File: config.mk
export PLATFORM = sky130hd
export DESIGN_NAME = stopwatch_core
export DESIGN_NICKNAME = d
export VERILOG_FILES = /design/src/rtl/stopwatch_pkg.sv /design/src/rtl/key_debounce.sv /design/src/rtl/stopwatch_core.sv
export SDC_FILE = /design/constraint.sdc
export NUM_CORES = 1
export LEC_CHECK = 0
export CORE_MARGIN = 5
export CORE_UTILIZATION = 50
export CTS_CLUSTER_SIZE = 16
export DETAILED_ROUTE_END_ITERATION = 6
export GPL_TIMING_DRIVEN = 1
export PLACE_DENSITY_LB_ADDON = 0.05
export SYNTH_ARGS = -nofsm -noshare
export SYNTH_HDL_FRONTEND = slang
export SYNTH_HIERARCHICAL = 1
export SYNTH_SLANG_ARGS = --single-unit
File: constraint.sdc
create_clock -name iCLK -period 3.9 [get_ports iCLK]
set_clock_uncertainty 0.1 [all_clocks]
set_input_delay 0.585 -clock iCLK [delete_from_list [all_inputs] [get_ports iCLK]]
set_output_delay 0.585 -clock iCLK [all_outputs]
set_load 0.05 [all_outputs]
File: src/rtl/stopwatch_pkg.sv
// Shared types and field limits for the stopwatch timebase.
package stopwatch_pkg;

  typedef enum logic [1:0] {
    StIdle  = 2'd0,
    StRun   = 2'd1,
    StPause = 2'd2
  } sw_state_e;

  localparam logic [7:0] CS_MAX  = 8'd99;
  localparam logic [7:0] SEC_MAX = 8'd59;
  localparam logic [7:0] MIN_MAX = 8'd59;
  localparam logic [7:0] HR_MAX  = 8'd99;

endpackage

File: src/rtl/key_debounce.sv
// Raw active-low key -> 2-FF synchroniser -> stable counter -> one-cycle press pulse.
// Press pulse appears DBC+3 clocks after the raw key falls; release yields nothing.
module key_debounce #(
  parameter int unsigned DBC = 20
) (
  input  logic clk_i,
  input  logic rst_i,
  input  logic key_ni,
  output logic press_o
);

  localparam int unsigned CntW = $clog2(DBC + 1);
  localparam logic [CntW-1:0] CntLast = CntW'(DBC - 1);

  logic            sync1_q, sync2_q;
  logic            level_q, level_prev_q;
  logic            press_q;
  logic [CntW-1:0] cnt_q;

  // Synchronise, require DBC consecutive differing samples to flip, detect falling level.
  always_ff @(posedge clk_i) begin
    if (rst_i) begin
      sync1_q      <= 1'b1;
      sync2_q      <= 1'b1;
      level_q      <= 1'b1;
      level_prev_q <= 1'b1;
      press_q      <= 1'b0;
      cnt_q        <= '0;
    end else begin
      sync1_q <= key_ni;
      sync2_q <= sync1_q;
      if (sync2_q == level_q) begin
        cnt_q <= '0;
      end else if (cnt_q == CntLast) begin
        level_q <= sync2_q;
        cnt_q   <= '0;
      end else begin
        cnt_q <= cnt_q + 1'b1;
      end
      level_prev_q <= level_q;
      press_q      <= level_prev_q & ~level_q;
    end
  end

  assign press_o = press_q;

endmodule

File: src/rtl/stopwatch_core.sv
// hh:mm:ss'cc stopwatch timebase with start/stop, lap and clear keys.
// Define STOPWATCH_LAP_PAUSE_EN to also accept lap while paused (strobes the frozen time).
module stopwatch_core
  import stopwatch_pkg::*;
#(
  parameter int unsigned CLK_HZ      = 50000000,
  parameter int unsigned DEBOUNCE_MS = 20
) (
  input  logic       iCLK,
  input  logic       iRST,
  input  logic       iKEY_StartStop,
  input  logic       iKEY_Lap,
  input  logic       iKEY_Clear,
  output logic [7:0] oHour,
  output logic [7:0] oMinute,
  output logic [7:0] oSecond,
  output logic [7:0] oCS,
  output logic       oRecord_N,
  output logic       oRunning
);

  localparam int unsigned DBC       = (CLK_HZ / 1000) * DEBOUNCE_MS;
  localparam int unsigned PRESC_DIV = CLK_HZ / 100;
  localparam int unsigned PrescW    = (PRESC_DIV > 1) ? $clog2(PRESC_DIV) : 1;
  localparam logic [PrescW-1:0] PrescLast = PrescW'(PRESC_DIV - 1);

  logic ss_p, lap_p, clr_p;
  logic lap_ok, tick;

  sw_state_e         state_q;
  logic [PrescW-1:0] presc_q;
  logic [7:0]        hour_q, min_q, sec_q, cs_q;
  logic              record_nq;

  key_debounce #(.DBC(DBC)) u_key_ss (
    .clk_i  (iCLK),
    .rst_i  (iRST),
    .key_ni (iKEY_StartStop),
    .press_o(ss_p)
  );

  key_debounce #(.DBC(DBC)) u_key_lap (
    .clk_i  (iCLK),
    .rst_i  (iRST),
    .key_ni (iKEY_Lap),
    .press_o(lap_p)
  );

  key_debounce #(.DBC(DBC)) u_key_clr (
    .clk_i  (iCLK),
    .rst_i  (iRST),
    .key_ni (iKEY_Clear),
    .press_o(clr_p)
  );

  // Lap acceptance uses the pre-transition state; tick fires only while running.
  always_comb begin
`ifdef STOPWATCH_LAP_PAUSE_EN
    lap_ok = lap_p & ((state_q == StRun) | (state_q == StPause));
`else
    lap_ok = lap_p & (state_q == StRun);
`endif
    tick = (state_q == StRun) && (presc_q == PrescLast);
  end

  // Control FSM, prescaler, time-field cascade and lap strobe.
  always_ff @(posedge iCLK) begin
    if (iRST) begin
      state_q   <= StIdle;
      presc_q   <= '0;
      hour_q    <= '0;
      min_q     <= '0;
      sec_q     <= '0;
      cs_q      <= '0;
      record_nq <= 1'b1;
    end else begin
      record_nq <= ~lap_ok;

      if (state_q == StRun) begin
        if (tick) begin
          presc_q <= '0;
          if (cs_q == CS_MAX) begin
            cs_q <= '0;
            if (sec_q == SEC_MAX) begin
              sec_q <= '0;
              if (min_q == MIN_MAX) begin
                min_q  <= '0;
                hour_q <= (hour_q == HR_MAX) ? 8'd0 : hour_q + 8'd1;
              end else begin
                min_q <= min_q + 8'd1;
              end
            end else begin
              sec_q <= sec_q + 8'd1;
            end
          end else begin
            cs_q <= cs_q + 8'd1;
          end
        end else begin
          presc_q <= presc_q + 1'b1;
        end
      end

      // startstop outranks clear; clear is ignored while running.
      unique case (state_q)
        StIdle: begin
          if (ss_p) state_q <= StRun;
        end
        StRun: begin
          if (ss_p) state_q <= StPause;
        end
        StPause: begin
          if (ss_p) begin
            state_q <= StRun;
          end else if (clr_p) begin
            state_q <= StIdle;
            presc_q <= '0;
            hour_q  <= '0;
            min_q   <= '0;
            sec_q   <= '0;
            cs_q    <= '0;
          end
        end
        default: state_q <= StIdle;
      endcase
    end
  end

  assign oHour     = hour_q;
  assign oMinute   = min_q;
  assign oSecond   = sec_q;
  assign oCS       = cs_q;
  assign oRecord_N = record_nq;
  assign oRunning  = (state_q == StRun);

endmodule

==> results summary, run 1 <==
The flow ran to the end, and the final reports show no timing, DRC or antenna violations. The via count of the first global-routing pass came out at around 4600. By area, the combinational part of the netlist is dominated by simple AND/OR/NAND/NOR gates. The final worst hold slack came out at between 200 and 300 ps. The count of flip-flops with a built-in enable after synthesis is 0. The average cell area after synthesis is approximately 8.9 µm². In the layout the commonest cells are sky130_fd_sc_hd__dfxtp_1 (129), sky130_fd_sc_hd__nor2_1 (125), sky130_fd_sc_hd__xnor2_1 (64), sky130_fd_sc_hd__nand2_1 (38), sky130_fd_sc_hd__clkdlybuf4s50_1 (38). Summing all flip-flop and latch instances after layout gives 2582 µm². On the worst path, the slowest cell contributes a delay of between 700 and 800 ps. Of the available clock period, the critical path in the final layout requires 69.79%. In the post-synthesis netlist, the biggest area contributors are sky130_fd_sc_hd__dfxtp_1 (44%), sky130_fd_sc_hd__xnor2_1 (9.5%), sky130_fd_sc_hd__nor2_1 (7.9%), sky130_fd_sc_hd__nand3_1 (3.1%), sky130_fd_sc_hd__nand4_1 (2.6%).

The worst setup path is captured at a flop. The total negative slack for setup checks is 0 ps. The number of hold buffers added after cts is 0.

The number of buffers added on ports came out at 38. The TritonCTS clock tree is done. The worst setup path is launched from a flop. Setup violations remaining at the end of the flow were counted as 0. After layout, the design draws a total of roughly 3000 µW. The highest metal layer carrying signal wires in the routed design is met4. The sum of net half-perimeters after detailed placement came out at about 8.5 mm. The arithmetic-cell share of the synthesized area counting full adders, half adders and majority gates is between 1.5 and 2%.

By startpoint and endpoint, the worst setup path is classified as reg -> reg. The standby leakage power came out at 0.002213 µW. The worst hold-check path type is reg -> reg. Clock-pin slew was measured on the worst setup and hold paths at 50 ps. Of the cells placed in the final design, the portion with a size suffix greater than 1 is between 8 and 9%. The detail-routed net length per standard cell is between 10 and 15 µm. Yosys printed 6 warnings. The number of filler instances in the final layout is 1039. The flip-flop cell with the highest count after synthesis is sky130_fd_sc_hd__dfxtp_1.

After synthesis the netlist holds a flip-flop and latch count of 129. The worst-case headroom to the max-slew limit is roughly half. The net count of the finished layout is between 700 and 800. From synthesis to final layout, the design area changed by 19.13%. The detailed router's first-iteration violation count came out at around 270. The number of vias in the routed layout is about 4800. Leaving out fill and tap cells, the most frequent cell in the layout is sky130_fd_sc_hd__dfxtp_1. The total of max-cap violations came out at 0. The number of hold violations in the final report came out at 0. The area share of and/or/nand/nor cells after synthesis is 33.62%. The biggest area consumer among synthesized cells is sky130_fd_sc_hd__dfxtp_1. After detailed routing, the wire length on met1 is 5.815 mm. The sum of met2 wire segment lengths after detailed routing is approximately 5.9 mm.

The share of cell area taken by muxes after synthesis is approximately 1.5%. On the critical path the largest part of the delay comes from simple AND/OR/NAND/NOR gates. The cell at the root of the clock tree is sky130_fd_sc_hd__clkbuf_16.

The pin slew with the least headroom to its limit is 728.6 ps. TritonCTS created 17 clock buffers. The met3 wire length is about 420 µm. The floorplan step defined a die boundary enclosing between 10000 and 15000 µm². The wire length reported by the detailed router came out at about 12 mm. The longest clock path from root to sink contains 2 buffers.

The number of levels in the clock H-tree came out at 4. The async set-or-reset flop fraction in the synthesized netlist came out at 0%. The global-route wire length before repair came out at ~21 mm. The routability congestion estimate from global placement came out at 0.8566. Walking the worst path, the cells encountered are nor4b_1 -> and4_1 -> nand3_1 -> or4b_2 -> a21oi_1.

The count of pins on the block boundary is 39. The count of distinct cell types in the synthesized netlist came out at 53. The highest-delay cell along the critical path is sky130_fd_sc_hd__or4b_2. The number of antenna violations at the first check in global routing is 0.

The largest net degree at the start of global routing came out at 24. The die extent in x came out at 118.8 µm. Buffers added to address setup during post-CTS repair amount to 0. The post-cts gate resize count is 0. The final instance count without filler cells is between 800 and 900. The clock latency of the later-clocked register in the worst-skew pair is 420 ps. The power density normalized to cell area came out at 429.3 nW/µm². In the final layout, the multi-input gates occupy 3187 µm². The time the worst path needs with I/O delays and setup is 2722 ps. Setup repair after global routing left no endpoint under its margin.

The tree built by TritonCTS fans out to roughly 130 sinks. The highest fanout seen on the critical path is 15. The area fraction in compound gates after synthesis came out at under 10%.

The antenna diode instance count is 0. The worst-case IR drop observed on VDD is around 0.00031 V. The via count normalized by instance count came out at 5.574. The worst reg-to-reg setup slack is 1180 ps. Sequential cells were found to cover 43.67% of the synthesized design area. The synthesized area is ~6000 µm². At the worst endpoint, the arrival time is approximately 3000 ps. The area share of xor/xnor cells in the synthesized design came out at 11.11%.

The vertical extent of the die is around 120 µm. Timing would allow up to about 0.37 GHz. The number of instances in the synthesized netlist is roughly 660. The max-slew violation total from the final report is 0. For this run, design rule violations remaining after detail routing come to 0. The total overflow left after global routing is 0. In this run the standard cell core region covers ~12000 µm². When the netlist entered floorplanning its net count stood at between 600 and 700. The worst path required time is roughly 4200 ps. The detailed-router iteration count before antenna repair came out at 4. The initialized floorplan defines 39 standard-cell rows. The fraction of synthesized cell area taken by the top area cell type is 43.67%. The initial utilization of the core area, before any placement, comes to approximately half. The buffers plus inverters on the worst setup path came out at 0. The number of nets with antenna violations after routing is 0. The instance count after placement with tap cells included came out at 837.

The total routing resource utilization after global routing came out at about 18%.
-- state kept, by name, indices dropped and copies added, names as in the netlist, 2 cells and up --
signal and cells:
oCS 8, oHour 8, oMinute 8, oSecond 8, presc_q 19, state_q 2
u_key_clr/cnt_q 20, u_key_lap/cnt_q 20, u_key_ss/cnt_q 20
-- routing by layer --
| layer | GRT usage, % | up-vias |
|---|---|---|
| li1 | - | 2466 |
| met1 | 21.97 | 2282 |
| met2 | 30.30 | 80 |
| met3 | 5.110 | 16 |
| met4 | 7.893 | 0 |
| met5 | 0 | - |
-- where the power goes --
group | internal [µW] | switching, µW | leakage (µW)
sequential | 1320 | 2.09 | 0.00104
clock | 1100 | 566 | 0.000298
combinational | 10.5 | 20.2 | 0.000875
-- logic make-up (layout without fill, tap and decap cells) --
| kind of cell | count (synthesis) | count (layout) |
|---|---|---|
| AND/OR/NAND/NOR | 358 | 358 |
| flip-flops | 129 | 129 |
| XOR/XNOR | 75 | 75 |
| AO/OA/AOI/OAI | 54 | 54 |
| buffers and inverters | 31 | 93 |
| multiplexers | 9 | 9 |
| adder cells (fa/ha/maj) | 8 | 8 |
-- cell type report --
class                   count  share of cell area [%]
clock inverters             9                   2.185
repair buffers             40                   5.613
inverters                  21                   1.119
well taps                 143                   2.540
multi-input cells         504                   45.24
flip-flops and latches    129                   36.66
clock buffers              23                   6.643
-- final timing paths --
| path | startpoint | end | depth (start not counted) |
|---|---|---|---|
| setup / recovery | presc_q[8]$_SDFF_PP0_ | oMinute[7]$_SDFF_PP0_ | 5 |
| hold reg to reg | u_key_lap/press_o$_SDFF_PP0_ | oRecord_N$_SDFF_PP1_ | 1 |
| hold / removal | u_key_lap/press_o$_SDFF_PP0_ | oRecord_N$_SDFF_PP1_ | 1 |
| setup reg to reg | presc_q[8]$_SDFF_PP0_ | oMinute[7]$_SDFF_PP0_ | 5 |
-- synthesized netlist by cell type (all sizes together) (4+ instances only) --
cell / instances
and3: 13
nor3: 22
nor2: 125
nand3: 40
nor3b: 4
inv: 21
and2: 8
nand2: 38
nor4: 24
o31ai: 5
or3b: 4
clkbuf: 4
xnor2: 64
or2: 8
o221ai: 6
nand4: 29
o21ai: 13
a21oi: 26
and4: 4
or3: 7
nor4b: 9
ha: 8
dfxtp: 129
mux2i: 8
buf: 6
or4: 11
xor2: 11
-- per-stage QoR --
step           worst slack, ps  cell area, µm²  utilization [%]
2_1_floorplan             1294            5913                -
3_3_place_gp              1288            6422            55.77
3_5_place_dp              1151            6422            55.77
4_1_cts                   1148            7044            61.17
5_1_grt                  938.6            7044            61.17
6_report                  1178            7044            61.17
Power figures use the tool's default switching activity.
==> run 2: changes to the inputs <==
- clock period: 3.9 -> 2.4 ns (I/O delays scaled with it)
==> run 2 against run 1 <==
Net effect: routed wire length increased by 0.23%; final cell count increased by 2.2%; register-to-register slack got worse by 1100 ps; clock-buffer cell count unchanged; clock power increased by 63%; combinational power increased by 72%; global-route usage about the same; first-iteration DRC count increased by 3.0%; flip-flop and latch count unchanged.
==> results summary, run 2 (synthesis results as in run 1) <==
The run finished with clean final reports. In the layout the commonest cells are sky130_fd_sc_hd__nor2_1 (124), sky130_fd_sc_hd__dfxtp_1 (123), sky130_fd_sc_hd__xnor2_1 (64), sky130_fd_sc_hd__nand2_1 (38). The count of pins on the block boundary came to 39 (unchanged). The instance count after placement with tap cells included was 856 (+2.3%). TritonCTS built the clock tree.

The slowest stage of the critical path belongs to the cell sky130_fd_sc_hd__or4b_4. The number of buffers added on ports came out at 38 (unchanged). The sum of overflow across all layers after global routing is 0 (unchanged). The clock sink count is 129 (unchanged). The final design utilization came to 62.73% (+1.6 points).

The global-route wire length before repair was 21.31 mm (+0.13%). The total of max-cap violations came out at 0 (unchanged). The initial standard-cell utilization of the core came out at 51.35% (unchanged).

The wire length reported by the detailed router came out at 12.33 mm (+0.23%). The worst-case headroom to the max-slew limit came to 56.37% (+5.3 points). The largest registers in the layout are u_key_clr/cnt_q (20), u_key_lap/cnt_q (20), u_key_ss/cnt_q (20). The net count reported at finish came out at 745 (+2.6%). The critical setup path kind is reg -> reg. The final instance count without filler cells came out at 888 (+2.2%). The largest voltage drop on the vdd net is 0.0005353 V (+71%). The row count came out at 39 (unchanged). The vertical extent of the die is 118.8 µm (unchanged). The number of hold buffers added after cts came out at 0 (unchanged).

The highest fanout seen on the critical path is 5 (-10). The routability congestion estimate from global placement came out at 0.8231 (-3.9%). The worst setup path is launched from a flop. The via count of the first global-routing pass is 4609 (-0.19%).

The detailed router's first-iteration violation count is 275 (+3.0%). The detail-routed net length per standard cell came out at 13.88 µm (-1.9%). The buffers plus inverters on the worst setup path came out at 0 (unchanged). The CTS clock-pin slew for the worst setup and hold paths came out at 60 ps (about the same). The highest clock frequency the design can meet is 0.4388 GHz (+19%). The nature of the critical path endpoint is a flop. The kind of cell with the highest combined delay along the critical path is simple AND/OR/NAND/NOR gates. The growth of design area from synthesis to finish came out at 22.18%. The number of setup violations in the final report is 0 (unchanged). The max-slew violation total from the final report is 0 (unchanged). The number of levels in the clock H-tree is 4 (unchanged). The pin slew with the least headroom to its limit came to 648.4 ps (-80.18 ps). The total routing resource utilization after global routing came out at 18.20% (+0.022 points). In this run the clock root is driven by a sky130_fd_sc_hd__clkbuf_16.

The arrival time reported for the critical path endpoint was 2540 ps (-430 ps). The power density normalized to cell area came out at 683.2 nW/µm² (+59%). The standby leakage power is 0.002331 µW (+5.3%). The share of the clock period used by the worst path is 94.96% (+25 points). The sum of net half-perimeters after detailed placement is 8.598 mm (+1.4%). In this run the worst hold path is classified as reg -> reg. The number of buffers between clock root and the deepest sink is 2 (unchanged). The number of nets with antenna violations after routing is 0 (unchanged). The total die area was 14100 µm² (unchanged).

The largest net degree at the start of global routing is 22 (-8.3%). The share of layout cells above drive strength 1 is 12.35% (+3.8 points). The clock latency of the later-clocked register in the worst-skew pair came out at 420 ps (about the same). The time the worst path needs with I/O delays and setup is 2279 ps (-442.9 ps). The number of vias in the routed layout is 4836 (-0.17%). The die extent in x is 118.8 µm (unchanged). The number of antenna violations at the first check in global routing is 0 (unchanged). The largest stage delay on the critical path came out at 550 ps (-220 ps). The detailed-router iteration count before antenna repair came to 4 (unchanged). Leaving out fill and tap cells, the most frequent cell in the layout is sky130_fd_sc_hd__nor2_1. Traced cell by cell, the critical path runs through or4b_4 -> or4_4 -> nor3_4 -> or4b_1 -> nand2_1. The total CTS buffers came out at 17 (unchanged).

The remaining design rule violation count is 0 (unchanged). The number of hold violations in the final report is 0 (unchanged). The antenna diode instance count is 0 (unchanged). The placeable core region was 11520 µm² (unchanged). The via count normalized by instance count is 5.446 (-2.3%). The worst path required time came out at 2660 ps (-1490 ps).
## run 2: where the power goes
| group | internal (µW) | leakage (µW) | switching, µW |
|---|---|---|---|
| Combinational | 19.2 | 0.000979 | 33.6 |
| Clock | 1820 | 0.000308 | 914 |
| Sequential | 2150 | 0.00104 | 3.20 |
| Total | 3980 | 0.00233 | 951 |
## run 2: metrics by stage
stage / cell area [µm²] / hold WS, ps / setup slack [ps] / TNS [ps] / power [µW]
2_1_floorplan: 5926 / 268.0 / 10.63 / 0 / 2226
3_3_place_gp: 6578 / 277.6 / 57.17 / 0 / 2249
3_5_place_dp: 6578 / 281.6 / 19.39 / 0 / 2249
4_1_cts: 7207 / 290.7 / 10.47 / 0 / 4989
5_1_grt: 7224 / 307.9 / -9.680 / -9.680 / 5110
6_report: 7224 / 287.9 / 120.9 / 0 / 4936
## run 2: what timing repair did
item,4_1_cts,5_1_grt
gates cloned,0,0
gates resized for setup,1,5
pin swaps,0,1
setup endpoints to repair,1,16
buffers inserted,0,0
## run 2: routing by layer
layer  share of wire (%)  vias up  routed length (µm)  global-route usage (%)
met5                   0        -                   0                       0
met4                 1.5        0                 187                   7.241
met3                 3.1       12                 384                   5.205
met2                  48       54                5869                   29.24
met1                  48     2270                5885                   23.14
li1                    -     2500                   -                       -
## run 2: worst paths after layout
check / start / cells past startpoint / to / slack, ps
setup / recovery: oCS[3]$_SDFF_PP0_ / 5 / oSecond[6]$_SDFF_PP0_ / 120
hold / removal: u_key_lap/press_o$_SDFF_PP0_ / 1 / oRecord_N$_SDFF_PP1_ / 290
setup reg to reg: oCS[3]$_SDFF_PP0_ / 5 / oSecond[6]$_SDFF_PP0_ / 120
hold reg to reg: u_key_lap/press_o$_SDFF_PP0_ / 1 / oRecord_N$_SDFF_PP1_ / 290
## run 2: final cells by class
| type | count | area [µm²] |
|---|---|---|
| Clock buffer | 23 | 478.0 |
| Clock inverter | 9 | 152.6 |
| Fill cell | 1010 | 4292 |
| Inverter | 21 | 78.83 |
| Multi-Input combinational cell | 504 | 3204 |
| Sequential cell | 129 | 2595 |
| Tap cell | 143 | 178.9 |
| Timing Repair Buffer | 59 | 536.8 |
## run 2: worst register-to-register path, cell delays in order, from the launching register on
cell and delay [ps]:
sky130_fd_sc_hd__dfxtp_4 340, sky130_fd_sc_hd__or4b_4 550, sky130_fd_sc_hd__or4_4 490, sky130_fd_sc_hd__nor3_4 210, sky130_fd_sc_hd__or4b_1 460, sky130_fd_sc_hd__nand2_1 80
